File: src/rtl/pipe_delay.sv
// Elastic valid/ready delay line of CNT register stages with bubble collapse, flush and occupancy.
// Optional feature: define PIPE_DELAY_SKID_EN to add a 2-entry skid buffer at the output.
module pipe_delay #(
  parameter int WIDTH = 32,
  parameter int CNT   = 2
) (
  input  logic             clk,
  input  logic             rst,
  input  logic             flush,
  input  logic             in_valid,
  output logic             in_ready,
  input  logic [WIDTH-1:0] in_data,
  output logic             out_valid,
  input  logic             out_ready,
  output logic [WIDTH-1:0] out_data,
  output logic [3:0]       occ
);

  generate
    if (CNT < 0 || CNT > 8) begin : g_bad_cnt
      $error("pipe_delay: CNT must be in 0..8");
    end
  endgenerate

  // Tail of the stage chain, as seen by the output (or by the skid buffer).
  logic             sink_ready;
  logic             line_valid;
  logic [WIDTH-1:0] line_data;
  logic [3:0]       line_occ;

  generate
    if (CNT == 0) begin : g_wire
      assign line_valid = in_valid;
      assign line_data  = in_data;
      assign line_occ   = '0;
`ifdef PIPE_DELAY_SKID_EN
      assign in_ready   = sink_ready & ~flush;
`else
      assign in_ready   = sink_ready;
      logic unused_ctl;
      assign unused_ctl = &{1'b0, clk, rst, flush};
`endif
    end else begin : g_stages
      logic [CNT-1:0]   v_q, v_d, adv, vchain;
      logic [WIDTH-1:0] d_q [CNT];
      logic [WIDTH-1:0] d_d [CNT];
      logic [WIDTH-1:0] dchain [CNT];
      logic             take;

      // Ripple from the output back: a stage may load if it is empty or its successor moves.
      always_comb begin
        logic a;
        a   = sink_ready;
        adv = '0;
        for (int unsigned k = 0; k < CNT; k++) begin
          a = ~v_q[CNT-1-k] | a;
          adv[CNT-1-k] = a;
        end
      end

      assign in_ready = adv[0] & ~flush;
      assign take     = in_valid & in_ready;

      always_comb begin
        vchain[0] = take;
        dchain[0] = in_data;
        for (int unsigned i = 1; i < CNT; i++) begin
          vchain[i] = v_q[i-1];
          dchain[i] = d_q[i-1];
        end
        v_d = v_q;
        d_d = d_q;
        for (int unsigned i = 0; i < CNT; i++) begin
          if (adv[i]) begin
            v_d[i] = vchain[i];
            if (vchain[i]) d_d[i] = dchain[i];
          end
        end
        if (flush) v_d = '0;
      end

      always_ff @(posedge clk) begin
        if (rst) begin
          v_q <= '0;
          d_q <= '{default: '0};
        end else begin
          v_q <= v_d;
          d_q <= d_d;
        end
      end

      always_comb begin
        line_occ = '0;
        for (int unsigned i = 0; i < CNT; i++) line_occ = line_occ + 4'(v_q[i]);
      end

      assign line_valid = v_q[CNT-1];
      assign line_data  = d_q[CNT-1];
    end
  endgenerate

`ifdef PIPE_DELAY_SKID_EN
  logic [1:0]       sk_cnt_q, sk_cnt_d;
  logic [WIDTH-1:0] sk0_q, sk0_d, sk1_q, sk1_d;
  logic             line_push, sk_pop;

  // Ready depends only on skid occupancy, which breaks the out_ready->in_ready path.
  assign sink_ready = ~sk_cnt_q[1];
  assign line_push  = line_valid & sink_ready & ~flush;
  assign out_valid  = (sk_cnt_q != 2'd0);
  assign out_data   = sk0_q;
  assign sk_pop     = out_valid & out_ready;
  assign occ        = line_occ + {2'b00, sk_cnt_q};

  always_comb begin
    sk_cnt_d = sk_cnt_q;
    sk0_d    = sk0_q;
    sk1_d    = sk1_q;
    case ({line_push, sk_pop})
      2'b10: begin
        if (sk_cnt_q == 2'd0) sk0_d = line_data;
        else                  sk1_d = line_data;
        sk_cnt_d = sk_cnt_q + 2'd1;
      end
      2'b01: begin
        sk0_d    = sk1_q;
        sk_cnt_d = sk_cnt_q - 2'd1;
      end
      2'b11: sk0_d = line_data;
      default: ;
    endcase
    if (flush) sk_cnt_d = '0;
  end

  always_ff @(posedge clk) begin
    if (rst) begin
      sk_cnt_q <= '0;
      sk0_q    <= '0;
      sk1_q    <= '0;
    end else begin
      sk_cnt_q <= sk_cnt_d;
      sk0_q    <= sk0_d;
      sk1_q    <= sk1_d;
    end
  end
`else
  assign sink_ready = out_ready;
  assign out_valid  = line_valid;
  assign out_data   = line_data;
  assign occ        = line_occ;
`endif

endmodule

File: config.mk
export PLATFORM = sky130hd
export DESIGN_NAME = pipe_delay
export DESIGN_NICKNAME = d
export VERILOG_FILES = /design/src/rtl/pipe_delay.sv
export SDC_FILE = /design/constraint.sdc
export NUM_CORES = 1
export LEC_CHECK = 0
export ABC_AREA = 0
export CAP_MARGIN = 25
export CORE_MARGIN = 5
export CORE_UTILIZATION = 44
export DETAILED_ROUTE_END_ITERATION = 8
export GPL_ROUTABILITY_DRIVEN = 0
export PLACE_DENSITY = 0.82
export SYNTH_ARGS = -nofsm -noshare
export SYNTH_HDL_FRONTEND = slang
export SYNTH_SLANG_ARGS = --single-unit
File: constraint.sdc
create_clock -name clk -period 1.13 [get_ports clk]
set_input_delay 0.113 -clock clk [delete_from_list [all_inputs] [get_ports clk]]
set_output_delay 0.113 -clock clk [all_outputs]
set_load 0.005 [all_outputs]
# Word-level counts from Yosys, hierarchy flattened
# Cells that the tools add are included.
[op_classes]
add_sub_neg = 1
n_reduce_logical = 3
n_bitwise = 7
[ops]
columns = ["operator", "n"]
rows = [
  ["$reduce_and 2->1", 2],
  ["$not 1->1", 3],
  ["$add 1x1->2", 1],
  ["$and 1x1->1", 2],
  ["$or 1x1->1", 2],
  ["$reduce_or 2->1", 1],
]
[word_totals]
word_cells = 15
reg_bits = 66
output_inout_bits = 38
inputBits = 37

# Longest topological paths before layout
[logic_depth]
ltp_word = 6
depth_mapped = 5
depth_no_buf = 3

# Worst setup path after synthesis
# Ideal clock, no wire load.
[synth_path]
path_type = "register -> register"
startpoint = "register g_stages.v_q[1]"
endpoint = "register g_stages.d_q[32] (netlist name)"
required_ps = 1058
period_less_slack_ps = 1259
path_stages_with_launch = 6
arrival_ps = 1187
path_buffers = 2
path_slack_ps = -129
cell_sequence = "dfxtp_1 > nor2b_4 > buf_6 > a21oi_4 > buf_12 > mux2i_1"
[synth_via]
elab_chain_cells = 6
[synth_rtl]
columns = ["element", "line_no", "rtl"]
rows = [
  ["start: declaration", "44", "logic [CNT-1:0] v_q, v_d, adv, vchain;"],
  ["start signal: assignment", "87", "v_q <= v_d;"],
  ["$not 1->1 (*)", "56", "a = ~v_q[CNT-1-k] | a;"],
  ["$or 1x1->1 (*) (2 in series)", "56", ""],
  ["$and 1x1->1", "61", "assign in_ready = adv[0] & ~flush;"],
  ["$and 1x1->1", "62", "assign take = in_valid & in_ready;"],
  ["$reduce_and 2->1 (no source line) (*)", "--", ""],
  ["end signal: assignment", "85", "d_q <= '{default: '0};"],
  ["end signal: assignment", "88", "d_q <= d_d;"],
  ["end: declaration", "45", "logic [WIDTH-1:0] d_q [CNT];"],
]
# Mark *: on every way between the ends. The rest lies on a longest branch, timed or not.
# A chain may end at the register's enable or synchronous reset.

# Final worst setup path
[layout_path]
startpoint = "register g_stages.v_q[1]"
endpoint = "register g_stages.d_q[56] (netlist name)"
# The elaborated chain is that of the path after synthesis.

==> run_summary.xml <==
<?xml version="1.0" encoding="UTF-8"?>
<metrics>
  <group name="drt">
    <metric name="routed-via-count" unit="">2382</metric>
    <metric name="drc" unit="">0</metric>
    <metric name="wl_per_cell" unit="um">16.1</metric>
    <metric name="dr.pass1.iters" unit="">4</metric>
    <metric name="drt_wl_total" unit="um">7500</metric>
    <metric name="antenna_left" unit="">0</metric>
    <metric name="number_of_vias_per_cell" unit="">5.10</metric>
    <metric name="first_iter_violations" unit="">101</metric>
  </group>
  <group name="worst_setup_path">
    <metric name="worst_ep_required_time" unit="ns">1.38</metric>
    <metric name="crit_path_start_kind" unit="">flop</metric>
    <metric name="worstPathArrival" unit="ns">1.58</metric>
    <metric name="worstRegToRegCells" unit="">6</metric>
    <metric name="critical_path_class" unit="">reg -&gt; reg</metric>
    <metric name="worstPathMaxFanout" unit="">5</metric>
    <metric name="setup.worst_path.end_class" unit="">flop</metric>
  </group>
  <group name="floorplanning">
    <metric name="dieHeight" unit="um">93.1</metric>
    <metric name="fp.dieArea" unit="mm2">0.00867</metric>
    <metric name="core_area" unit="mm2">0.00676</metric>
    <metric name="floorplan.rows" unit="">30</metric>
    <metric name="initial_utilization" unit="%">45.0</metric>
    <metric name="die_span_x" unit="um">93.1</metric>
    <metric name="floorplan.io_pins" unit="">75</metric>
  </group>
  <group name="final_layout">
    <metric name="layout.cells.most_common_list" unit="">sky130_fd_sc_hd__nand2b_1, sky130_fd_sc_hd__dfxtp_1, sky130_fd_sc_hd__clkdlybuf4s50_1</metric>
    <metric name="layout.nets" unit="">420</metric>
    <metric name="antenna_cells" unit="">0</metric>
    <metric name="final_layout_size_suffix_gt1_share" unit="%">17.3</metric>
    <metric name="final_common_cell" unit="">sky130_fd_sc_hd__nand2b_1</metric>
    <metric name="filler_cell_count" unit="">581</metric>
    <metric name="synthesis_to_finish_area_growth" unit="%">35.2</metric>
  </group>
  <group name="yosys">
    <metric name="synthCells" unit="">332</metric>
    <metric name="yosysUniqueCellTypes" unit="">19</metric>
    <metric name="ys_warn_count" unit="">0</metric>
    <metric name="synth.cell_area" unit="mm2">0.00304</metric>
    <metric name="synth_seq_cells" unit="">66</metric>
    <metric name="seq_area_frac_synth" unit="%">43.5</metric>
    <metric name="avg_synthesized_cell_area" unit="um2">9.16</metric>
  </group>
  <group name="clock_tree">
    <metric name="htree_num_levels" unit="">3</metric>
    <metric name="ctsHoldBuffers" unit="">0</metric>
    <metric name="cts_tree" unit="">done</metric>
    <metric name="clock_latency" unit="ns">0.33</metric>
    <metric name="clkSlewWorstSetupHoldPaths" unit="ns">0.07</metric>
    <metric name="cts_made_buffers" unit="">9</metric>
    <metric name="cts_root_buf" unit="">sky130_fd_sc_hd__clkbuf_8</metric>
    <metric name="clock_tree.buffer_depth" unit="">2</metric>
    <metric name="clock_sinks" unit="">66</metric>
  </group>
  <group name="hold_path">
    <metric name="holdPathStages" unit="">3</metric>
    <metric name="min_path_type" unit="">in -&gt; reg</metric>
  </group>
  <group name="outcome">
    <metric name="violations" unit="">negative setup slack</metric>
    <metric name="run_status" unit="">finished, violations left</metric>
  </group>
  <group name="timing">
    <metric name="totalNegativeSetupSlack" unit="ns">-6.35</metric>
    <metric name="finalSetupViolCount" unit="">67</metric>
    <metric name="worst_slack" unit="ns">-0.197</metric>
    <metric name="rsz_0062_raised_after_global_routing" unit="">true</metric>
    <metric name="report.final.hold_viol_count" unit="">0</metric>
    <metric name="slew_viol_final" unit="">0</metric>
    <metric name="timing.fmax" unit="MHz">754</metric>
    <metric name="fin_skew" unit="ns">0.00630</metric>
    <metric name="final.min_clock_period" unit="ns">1.33</metric>
    <metric name="final_min_period_over_clock_period" unit="%">117</metric>
    <metric name="hold_ws" unit="ns">0.223</metric>
  </group>
  <group name="grt">
    <metric name="grt_start_max_net_pins" unit="">53</metric>
    <metric name="grtUsageMet3" unit="%">5.47</metric>
    <metric name="globalRouteOverflowTotal" unit="">0</metric>
    <metric name="first_global_vias" unit="">2498</metric>
    <metric name="grt.met2_usage" unit="%">27.5</metric>
    <metric name="grt_most_used_layer" unit="">met2</metric>
    <metric name="grt_pass1_wl" unit="um">11800</metric>
    <metric name="track_usage" unit="%">17.5</metric>
    <metric name="met1_usage" unit="%">22.2</metric>
    <metric name="antenna_found_initial" unit="">0</metric>
  </group>
  <group name="power_and_ir_drop">
    <metric name="power_density_relative_to_cell_area" unit="mW/mm2">1140</metric>
    <metric name="power.leakage" unit="nW">1.65</metric>
    <metric name="irDropWorstVdd" unit="mV">0.603</metric>
  </group>
  <group name="place">
    <metric name="number_of_i_o_port_buffers" unit="">72</metric>
    <metric name="dp_hpwl" unit="um">4360</metric>
  </group>
  <group name="job">
    <metric name="max_cap_viol_count" unit="">0</metric>
  </group>
</metrics>
==> timing repair <==
item	4_1_cts	5_1_grt
resized for setup	113	11
setup endpoints to repair	100	69
cloned	6	3
endpoints found under the hold margin	0	0
buffers inserted	6	1
pin swaps	3	2
==> worst paths after layout <==
kind / slack [ns] / to / start
max: -0.20 / g_stages.d_q[56] / g_stages.v_q[1]
min reg2reg: 0.46 / out_data[19] / out_data[19]
min: 0.22 / g_stages.v_q[1] / rst
max reg2reg: -0.20 / g_stages.d_q[56] / g_stages.v_q[1]
==> per-layer routing <==
metal	share of wire (%)	wire length, um
met1	45	3340
met5	0	0
met3	5.8	437
met2	48	3580
met4	1.8	138
==> kinds of logic after synthesis <==
kind of cell	Yosys count	synth area share, %
DFF	66	43.5
buffers and inverters	64	14.4
and+or+nand+nor	100	19.5
other	1	0.123
muxes	32	10.5
AOI/OAI and AO/OA	68	11.6
adders and majority gates	1	0.411
==> critical path, cell delays in order (launching register included) <==
cell                        delay, ns
sky130_fd_sc_hd__dfxtp_2         0.33
sky130_fd_sc_hd__nor2b_4         0.13
sky130_fd_sc_hd__buf_6           0.12
sky130_fd_sc_hd__a21oi_4         0.15
sky130_fd_sc_hd__buf_12          0.15
sky130_fd_sc_hd__clkbuf_16       0.15
sky130_fd_sc_hd__mux2i_1         0.21
==> per-stage QoR <==
stage               setup slack (ns)  total power [W]  utilization, %  instances  instance area, um2
floorplan                     -0.101          0.00277               -        333                3050
global placement              -0.348          0.00296            53.3        437                3600
detailed placement            -0.344          0.00298            53.3        437                3600
CTS                           -0.176          0.00471            59.7        465                4040
global route                  -0.264          0.00493            60.8        467                4110
finish                        -0.197          0.00470            60.8        467                4110
==> synth_stat cells <==
library cell,n,area (um2)
sky130_fd_sc_hd__a21oi_1,34,170
sky130_fd_sc_hd__nor3_1,1,5.00
sky130_fd_sc_hd__ha_1,1,12.5
sky130_fd_sc_hd__o21ai_0,32,160
sky130_fd_sc_hd__nand3_1,32,160
sky130_fd_sc_hd__buf_4,34,255
sky130_fd_sc_hd__clkbuf_2,1,5.00
sky130_fd_sc_hd__clkbuf_1,15,56.3
sky130_fd_sc_hd__inv_1,1,3.75
sky130_fd_sc_hd__buf_6,1,11.3
sky130_fd_sc_hd__buf_2,9,45.0
sky130_fd_sc_hd__conb_1,1,3.75
sky130_fd_sc_hd__buf_12,3,60.1
sky130_fd_sc_hd__a21oi_4,1,16.3
sky130_fd_sc_hd__nor2b_4,1,13.8
sky130_fd_sc_hd__dfxtp_1,66,1320
sky130_fd_sc_hd__a211oi_1,1,7.51
sky130_fd_sc_hd__nand2b_1,66,413
sky130_fd_sc_hd__mux2i_1,32,320
==> sequential cells by signal (all words and copies together), names as in the netlist <==
signal and cells:
g_stages.d_q 32, g_stages.v_q 2, out_data 32
==> report_power, final <==
part	total (W)	switching (W)	internal (W)
clock	0.00168	0.000836	0.000848
combinational	0.000580	0.000235	0.000345
sequential	0.00244	0.0000408	0.00240
total	0.00470	0.00111	0.00359
==> layout make-up <==
class	instances	area [um2]	area share [%]
multi-input cells	203	1340	32.7
flip-flops and latches	66	1330	32.3
repair buffers	101	1160	28.3
clock buffers	13	149	3.62
well taps	80	100	2.44
clock inverters	3	15.0	0.365
inverters	1	11.3	0.274
No activity file was read; power rests on OpenSTA's default activity.
